### src/rtl/inst_fetch_resp_if.sv
// Instruction-fetch bundle between the PC register, the fetch responder and
// the byte-wide instruction memory.
//   slave  : the responder (inst_fetch_resp)
//   master : the requesting side (PC register, pipeline controller, memory)
interface inst_fetch_resp_if #(
    parameter int ADDR_WIDTH = 32,
    parameter int INST_WIDTH = 32
) ();

    // Request side from the PC register / pipeline controller
    logic [ADDR_WIDTH-1:0] pc;
    logic                  ce;
    logic [5:0]            stall;

    // Instruction delivered back to the pipeline
    logic [INST_WIDTH-1:0] inst;
    logic                  inst_valid;
    logic [ADDR_WIDTH-1:0] inst_pc;
    logic                  stallreq_if;

    // Byte-wide instruction memory port
    logic                  mem_rd;
    logic [ADDR_WIDTH-1:0] mem_addr;
    logic [7:0]            mem_rdata;
    logic                  mem_ready;

    modport slave (
        input  pc, ce, stall, mem_rdata, mem_ready,
        output inst, inst_valid, inst_pc, stallreq_if, mem_rd, mem_addr
    );

    modport master (
        output pc, ce, stall, mem_rdata, mem_ready,
        input  inst, inst_valid, inst_pc, stallreq_if, mem_rd, mem_addr
    );

endinterface

### src/rtl/inst_fetch_resp.sv
// Instruction-fetch responder.
// Accepts a PC/ce pair, reads four bytes from a byte-wide instruction memory
// (one byte per accepted beat), assembles them little-endian and presents the
// word with inst_valid. stallreq_if holds the PC until the word is delivered.
// Misaligned PCs are aligned down to a word boundary.
//
// Optional build macro FETCH_BUF_EN: adds a one-entry buffer holding the last
// fetched word; a repeat fetch of the same aligned address is served from it
// without touching memory.
module inst_fetch_resp #(
    parameter int ADDR_WIDTH = 32,
    parameter int INST_WIDTH = 32
) (
    input  logic               clk,
    input  logic               rst,
    inst_fetch_resp_if.slave   bus
);

    typedef enum logic [1:0] {
        IDLE  = 2'd0,
        FETCH = 2'd1,
        DONE  = 2'd2
    } state_t;

    state_t                state;
    state_t                state_next;

    logic [ADDR_WIDTH-1:0] base;
    logic [1:0]            byte_cnt;
    logic [INST_WIDTH-1:0] inst_q;
    logic [ADDR_WIDTH-1:0] inst_pc_q;

    logic [ADDR_WIDTH-1:0] pc_aligned;
    logic                  beat_ok;
    logic                  last_beat;
    logic                  buf_hit;
    logic [INST_WIDTH-1:0] buf_word;
    logic [ADDR_WIDTH-1:0] buf_pc;

    logic                  mem_rd_c;
    logic [ADDR_WIDTH-1:0] mem_addr_c;
    logic                  inst_valid_c;
    logic                  stallreq_c;

    // Only stall[1] (IF/ID) and the word-aligned PC bits matter here.
    logic                  unused_bits;
    assign unused_bits = ^{bus.stall[5:2], bus.stall[0], bus.pc[1:0]};

    assign pc_aligned = {bus.pc[ADDR_WIDTH-1:2], 2'b00};
    assign beat_ok    = (state == FETCH) && bus.mem_ready;
    assign last_beat  = beat_ok && (byte_cnt == 2'd3);

`ifdef FETCH_BUF_EN
    logic                  buf_valid;
    logic [ADDR_WIDTH-1:0] buf_tag;
    logic [INST_WIDTH-1:0] buf_inst;

    // Buffer valid flag: set by every completed fetch, cleared by reset.
    always_ff @(posedge clk) begin
        if (rst) begin
            buf_valid <= 1'b0;
        end else if (last_beat) begin
            buf_valid <= 1'b1;
        end
    end

    // Buffer tag and word: loaded with the word completing this cycle.
    // NOTE: tag and data carry no reset; buf_valid alone decides whether
    // they mean anything, so resetting them would only add reset fan-out.
    always_ff @(posedge clk) begin
        if (last_beat) begin
            buf_tag  <= base;
            buf_inst <= {bus.mem_rdata, inst_q[INST_WIDTH-9:0]};
        end
    end

    assign buf_hit  = buf_valid && (buf_tag == pc_aligned);
    assign buf_word = buf_inst;
    assign buf_pc   = buf_tag;
`else
    assign buf_hit  = 1'b0;
    assign buf_word = '0;
    assign buf_pc   = '0;
`endif

    // State register.
    // NOTE: clocked state uses non-blocking assignments so every flop samples
    // the pre-edge values regardless of block evaluation order.
    always_ff @(posedge clk) begin
        if (rst) begin
            state <= IDLE;
        end else begin
            state <= state_next;
        end
    end

    // Next-state logic.
    // NOTE: state_next is defaulted before the case so no path leaves it
    // unassigned; that keeps this block free of inferred latches.
    always_comb begin
        state_next = state;
        unique case (state)
            IDLE: begin
                if (bus.ce) begin
                    state_next = buf_hit ? DONE : FETCH;
                end
            end
            FETCH: begin
                if (last_beat) begin
                    state_next = DONE;
                end
            end
            DONE: begin
                if (!bus.stall[1]) begin
                    state_next = IDLE;
                end
            end
            default: state_next = IDLE;
        endcase
    end

    // Output logic: memory request, valid flag and PC stall request.
    always_comb begin
        mem_rd_c     = 1'b0;
        mem_addr_c   = '0;
        inst_valid_c = 1'b0;
        stallreq_c   = bus.ce && (state != DONE);
        unique case (state)
            FETCH: begin
                mem_rd_c   = 1'b1;
                mem_addr_c = base + {{(ADDR_WIDTH-2){1'b0}}, byte_cnt};
            end
            DONE: begin
                inst_valid_c = 1'b1;
            end
            default: begin
                mem_rd_c = 1'b0;
            end
        endcase
    end

    // Fetch datapath: base address, byte counter, word assembly, result PC.
    always_ff @(posedge clk) begin
        if (rst) begin
            base      <= '0;
            byte_cnt  <= 2'd0;
            inst_q    <= '0;
            inst_pc_q <= '0;
        end else begin
            unique case (state)
                IDLE: begin
                    if (bus.ce) begin
                        base     <= pc_aligned;
                        byte_cnt <= 2'd0;
                        if (buf_hit) begin
                            inst_q    <= buf_word;
                            inst_pc_q <= buf_pc;
                        end
                    end
                end
                FETCH: begin
                    if (bus.mem_ready) begin
                        inst_q[{byte_cnt, 3'b000} +: 8] <= bus.mem_rdata;
                        byte_cnt                        <= byte_cnt + 2'd1;
                        if (byte_cnt == 2'd3) begin
                            inst_pc_q <= base;
                        end
                    end
                end
                default: begin
                    base <= base;
                end
            endcase
        end
    end

    assign bus.inst        = inst_q;
    assign bus.inst_pc     = inst_pc_q;
    assign bus.inst_valid  = inst_valid_c;
    assign bus.stallreq_if = stallreq_c;
    assign bus.mem_rd      = mem_rd_c;
    assign bus.mem_addr    = mem_addr_c;

endmodule

### src/flat_wrapper.sv
// flat-port wrapper written by rule: the top's interface ports become plain ports
module inst_fetch_resp_flat 
#(
    parameter int ADDR_WIDTH = 32,
    parameter int INST_WIDTH = 32
)
  (clk, rst, bus_pc, bus_ce, bus_stall, bus_mem_rdata, bus_mem_ready, bus_inst, bus_inst_valid, bus_inst_pc, bus_stallreq_if, bus_mem_rd, bus_mem_addr);
  inst_fetch_resp_if #(.ADDR_WIDTH(ADDR_WIDTH), .INST_WIDTH(INST_WIDTH)) bus_i ();
  input  logic clk;
  input  logic rst;
  input wire logic [$bits(bus_i.pc)-1:0] bus_pc;
  input wire logic [$bits(bus_i.ce)-1:0] bus_ce;
  input wire logic [$bits(bus_i.stall)-1:0] bus_stall;
  input wire logic [$bits(bus_i.mem_rdata)-1:0] bus_mem_rdata;
  input wire logic [$bits(bus_i.mem_ready)-1:0] bus_mem_ready;
  output wire logic [$bits(bus_i.inst)-1:0] bus_inst;
  output wire logic [$bits(bus_i.inst_valid)-1:0] bus_inst_valid;
  output wire logic [$bits(bus_i.inst_pc)-1:0] bus_inst_pc;
  output wire logic [$bits(bus_i.stallreq_if)-1:0] bus_stallreq_if;
  output wire logic [$bits(bus_i.mem_rd)-1:0] bus_mem_rd;
  output wire logic [$bits(bus_i.mem_addr)-1:0] bus_mem_addr;
  assign bus_i.pc = bus_pc;
  assign bus_i.ce = bus_ce;
  assign bus_i.stall = bus_stall;
  assign bus_i.mem_rdata = bus_mem_rdata;
  assign bus_i.mem_ready = bus_mem_ready;
  assign bus_inst = bus_i.inst;
  assign bus_inst_valid = bus_i.inst_valid;
  assign bus_inst_pc = bus_i.inst_pc;
  assign bus_stallreq_if = bus_i.stallreq_if;
  assign bus_mem_rd = bus_i.mem_rd;
  assign bus_mem_addr = bus_i.mem_addr;
  inst_fetch_resp #(.ADDR_WIDTH(ADDR_WIDTH), .INST_WIDTH(INST_WIDTH)) u_core (.clk(clk), .rst(rst), .bus(bus_i));
endmodule
### config.mk
export PLATFORM = sky130hd
export DESIGN_NAME = inst_fetch_resp_flat
export DESIGN_NICKNAME = d
export VERILOG_FILES = /design/src/rtl/inst_fetch_resp_if.sv /design/src/rtl/inst_fetch_resp.sv /design/src/flat_wrapper.sv
export SDC_FILE = /design/constraint.sdc
export NUM_CORES = 1
export LEC_CHECK = 0
export CAP_MARGIN = 15
export CORE_ASPECT_RATIO = 0.5
export CORE_MARGIN = 5
export CORE_UTILIZATION = 43
export CTS_CLUSTER_DIAMETER = 50
export DETAILED_ROUTE_END_ITERATION = 7
export GPL_TIMING_DRIVEN = 1
export PLACE_DENSITY = 0.78
export SETUP_SLACK_MARGIN = 0.2
export SLEW_MARGIN = 20
export SYNTH_ARGS = -nofsm -noshare
export SYNTH_HDL_FRONTEND = slang
export SYNTH_SLANG_ARGS = --single-unit
### constraint.sdc
create_clock -name clk -period 1.8 [get_ports clk]
set_input_delay 0.45 -clock clk [delete_from_list [all_inputs] [get_ports clk]]
set_output_delay 0.45 -clock clk [all_outputs]
set_load 0.01 [all_outputs]
Word level (Yosys, flattened, before mapping) --
Cells that the tools add are included.
Storage, ports and cells: register bits 96, bits of input ports 50, logic and storage cells 39, output and inout port bits 99
Cells by class: reduce and logical (&&, ||, !) cells 10, muxes and demuxes 11, shifts and indexed selects 2, add/sub/neg operators 3, equal/unequal tests 8
Operator list (number):
- $add A32 B2 Y32 | 1
- $bwmux W32 | 1
- $mux W32 | 1
- $shift A8 B7 Y32 const A | 1
- $shiftx A8 B7 Y32 | 1
- $mux W2 | 5
- $reduce_and A3 Y1 | 3
- $ne A2 B2 Y1 const B | 4
- $neg A5 Y7 | 1
- $pmux W2 S3 | 1
- $eq A2 B2 Y1 const B | 2
- $pmux W2 S2 | 1
- $reduce_and A2 Y1 | 2
- $logic_and A1 B1 Y1 | 3
- $add A2 B1 Y2 const B | 1
- $eq A2 B1 Y1 const B | 1
- $logic_not A2 Y1 | 1
- $mux W1 | 2
- $ne A2 B1 Y1 const B | 1
- $reduce_bool A2 Y1 | 1

Logic depth before layout (Yosys ltp) --
word-level depth 5, depth in mapped cells 6, gate-level depth less buffers 5

Worst setup path before layout --
Ideal clock, no wire load.
path kind register -> register, start point register u_core.byte_cnt[0], end point register u_core.inst_q[25] (netlist: u_core.bus.inst[25]), data arrival time 1513 ps, data required time 1730 ps, cell stages (with the launch flop) 7, setup slack 217 ps, cells stage by stage dfxtp_1 > buf_6 > inv_1 > ha_1 > nor3b_1 > nand3_1 > a21oi_1
Between the ends: longest elaborated chain between the ends 3
RTL lines:
- start, declared | line inst_fetch_resp.sv:29 | logic [1:0] byte_cnt;
- start signal, assigned | line inst_fetch_resp.sv:164 | byte_cnt <= byte_cnt + 2'd1;
- $neg A5 Y7 (*) | line inst_fetch_resp.sv:163 | inst_q[{byte_cnt, 3'b000} +: 8] <= bus.mem_rdata;
- $shiftx A8 B7 Y32 / $shift A8 B7 Y32 (equally long branches) | line inst_fetch_resp.sv:163
- $bwmux W32 (*) | line inst_fetch_resp.sv:163
- end signal, assigned | line inst_fetch_resp.sv:156 | inst_q <= buf_word;
- end signal, assigned by index | line inst_fetch_resp.sv:163
- end, declared | line inst_fetch_resp.sv:30 | logic [INST_WIDTH-1:0] inst_q;
Every way passes the cells marked *; elsewhere a longest branch is shown, timed or not. A chain may end at the register's enable or synchronous reset.

Worst setup path after layout --
start point register u_core.state[0], end point output port bus_mem_addr[27]
Between the ends: longest elaborated chain between the ends 2
RTL lines:
- start, declared | line inst_fetch_resp.sv:25 | state_t state;
- start signal, assigned | line inst_fetch_resp.sv:93 | state <= state_next;
- $eq A2 B1 Y1 | line inst_fetch_resp.sv:128 | unique case (state)
- $mux W32 | line inst_fetch_resp.sv:128
- end, declared | line flat_wrapper.sv:21 | output wire logic [$bits(bus_i.mem_addr)-1:0] bus_mem_addr;
No other way between the ends.

==> reports/results.txt <==
post-synth top area cell - dfxtp_1
largest net degree at the start of global routing - 63
most common cell in the netlist - nand2_1
register area share after synthesis - 0.491
vias per cell - 5.06
maximum root-to-sink buffer count - 2
remaining global-route overflow - 0
cell count after placement - 713
#FFs+latches synth - 96
number of diodes - 0
Total Power - 0.00443 W
top cell type's share of synthesized area - 0.491
global placement routability congestion - 0.811
# hold bufs at CTS - 0
Synth area leaders - dfxtp_1 49%, nand2_1 13%, a21oi_1 10%, and2_1 5.1%, nand3b_1 3.3%
worst IR drop on VDD - 0.000540 V
WP data required - 1.35 ns
via count - 3748
M1 wire length - 4.77 mm
Detail Route Antenna Nets - 0
Min-Delay Path Class - reg2reg
mapped cell area - 3920 µm²
H-tree level count - 3
worst clock skew - 0.00513 ns
clock-pin slew on the worst setup and hold paths - 0.06 ns
Hold Path Stages - 2
Initial DRC Count - 172
Clock Sinks - 96
Yosys Warn Count - 0
die area - 11200 µm²
EDFF count, synth - 0
final worst-path cycle share - 1.05
initial antenna violation count - 0
crit-path max FO - 5
drt first pass iters - 5
Ports - 149
met2 WL - 5.97 mm
final setup vio count - 13
most frequent cells after synthesis - 137 x nand2_1, 96 x dfxtp_1, 79 x a21oi_1
Static Leak - 2.60 nW
ys async rst share - 0
root buf cell - clkbuf_16
layout cells sized above 1 - 0.216
Worst setup SP type - flip-flop
detailed-route wire length - 11.6 mm
post-synth cell types - 32
status - complete, but fails checks
GR Util All Layers - 0.195
DRC viols - 0
min Tclk post-route - 1.89 ns
Avg Inst Size Synth - 8.39 µm²
PD cells - 744 nW/µm²
Area Growth Syn to Fin - 52.0%
main flop type after synthesis - dfxtp_1
Post-DP HPWL - 7.73 mm
Final Hold Vio Count - 0
clk_lat worst skew - 0.33 ns
Max Fclk - 530 MHz
post-DR wirelength/cell - 15.7 µm
Setup CP Type - reg2out
Final nets - 676
RSZ-0062 raised after global routing - yes
vias in the first global route - 3590
Max-Cap Viols - 0
CTS tree - done
Post-Layout Cell Count - 741
die width - 145 µm
Rows - 24
Initial Util - 0.445
post-synthesis instance total - 467
I/O Buffers - 139
chip height - 77.5 µm
top sig layer - met4
arrival time at the worst endpoint - 1.44 ns
TritonCTS Buffers - 9
setup ws final - -0.0855 ns
first-pass GRT wire length - 18.1 mm
Worst setup EP type - primary output
failing checks - negative setup slack
wire length on met3 - 624 µm
R2R depth - 5
core area - 8800 µm²
Pins Over Slew Limit - 0
-- per-layer routing --
metal / global-route usage / up-vias
li1: - / 1856
met1: 0.228 / 1757
met2: 0.343 / 113
met3: 0.0652 / 22
met4: 0.0555 / 0
met5: 0 / -
-- report_power, final --
| group | leakage, nW | internal [W] | switching [W] | total [W] |
|---|---|---|---|---|
| clock | 0.126 | 0.000957 | 0.000702 | 0.00166 |
| sequential | 0.779 | 0.00218 | 0.0000367 | 0.00221 |
| combinational | 1.69 | 0.000302 | 0.000254 | 0.000556 |
-- final cells by class --
class | count | area, µm²
tap | 117 | 146
clock buffer | 13 | 250
fill | 736 | 2840
multi-input combinational | 335 | 1870
clock inverter | 1 | 5.00
timing repair buffer | 177 | 1750
inverter | 2 | 7.51
sequential | 96 | 1920
-- stage by stage --
stage / util / cell area, µm² / setup WS [ns] / TNS, ns / hold slack, ns
after floorplan: - / 3920 / 0.217 / 0 / 0.441
after global placement: 0.614 / 5400 / -0.237 / -2.41 / 0.442
final: 0.677 / 5950 / -0.0855 / -0.931 / 0.446
after global routing: 0.677 / 5950 / -0.128 / -1.67 / 0.470
after CTS: 0.663 / 5830 / -0.0699 / -0.816 / 0.451
after detailed placement: 0.614 / 5400 / -0.239 / -3.86 / 0.446
-- layout by cell type (no fill, tap or decap), drive strengths merged, types with 5 or more instances in the layout --
cell,synthesis,final
nand3b,17,17
buf,20,74
nand2,138,138
dfxtp,96,96
o21ai,16,16
nand4b,6,6
a21oi,79,79
and2,32,32
dlygate4sd2,0,63
ha,5,5
clkdlybuf4s50,0,40
nand3,18,18
clkbuf,15,13
-- final timing paths --
check | startpoint | to | slack [ns]
hold / removal | u_core.bus.inst[14] | u_core.bus.inst[14] | 0.45
setup reg to reg | u_core.byte_cnt[0] | u_core.bus.inst[17] | 0.25
setup / recovery | u_core.state[0] | bus_mem_addr[27] | -0.09
hold reg to reg | u_core.bus.inst[14] | u_core.bus.inst[14] | 0.45
-- sequential cells by signal, indices dropped and copies added, names as in the netlist --
signal,count
u_core.base,30
u_core.bus.inst,32
u_core.bus.inst_pc,30
u_core.byte_cnt,2
u_core.state,2
-- kinds of logic (layout without fill, tap and decap cells) --
family,count (synthesis),after routing,synth area share
AOI/OAI and AO/OA,96,96,0.123
and+or+nand+nor,232,232,0.305
buffers and inverters,37,193,0.0639
adders and majority gates,5,5,0.0160
DFF,96,96,0.491
other,1,2,0.000958
-- critical path, stage by stage, from the launching register on --
cell and delay, ns:
dfxtp_2 0.32, nor2b_4 0.18, buf_12 0.14, buf_6 0.10, buf_6 0.12, and2_4 0.15, buf_6 0.09
-- timing repair --
item / 4_1_cts / 5_1_grt
gates cloned: 4 / 0
setup buffers: 6 / 4
pin swaps: 26 / 4
endpoints found under the setup margin: 101 / 76
gates resized for setup: 278 / 24
Note: power is estimated with default switching activity, not from simulation.
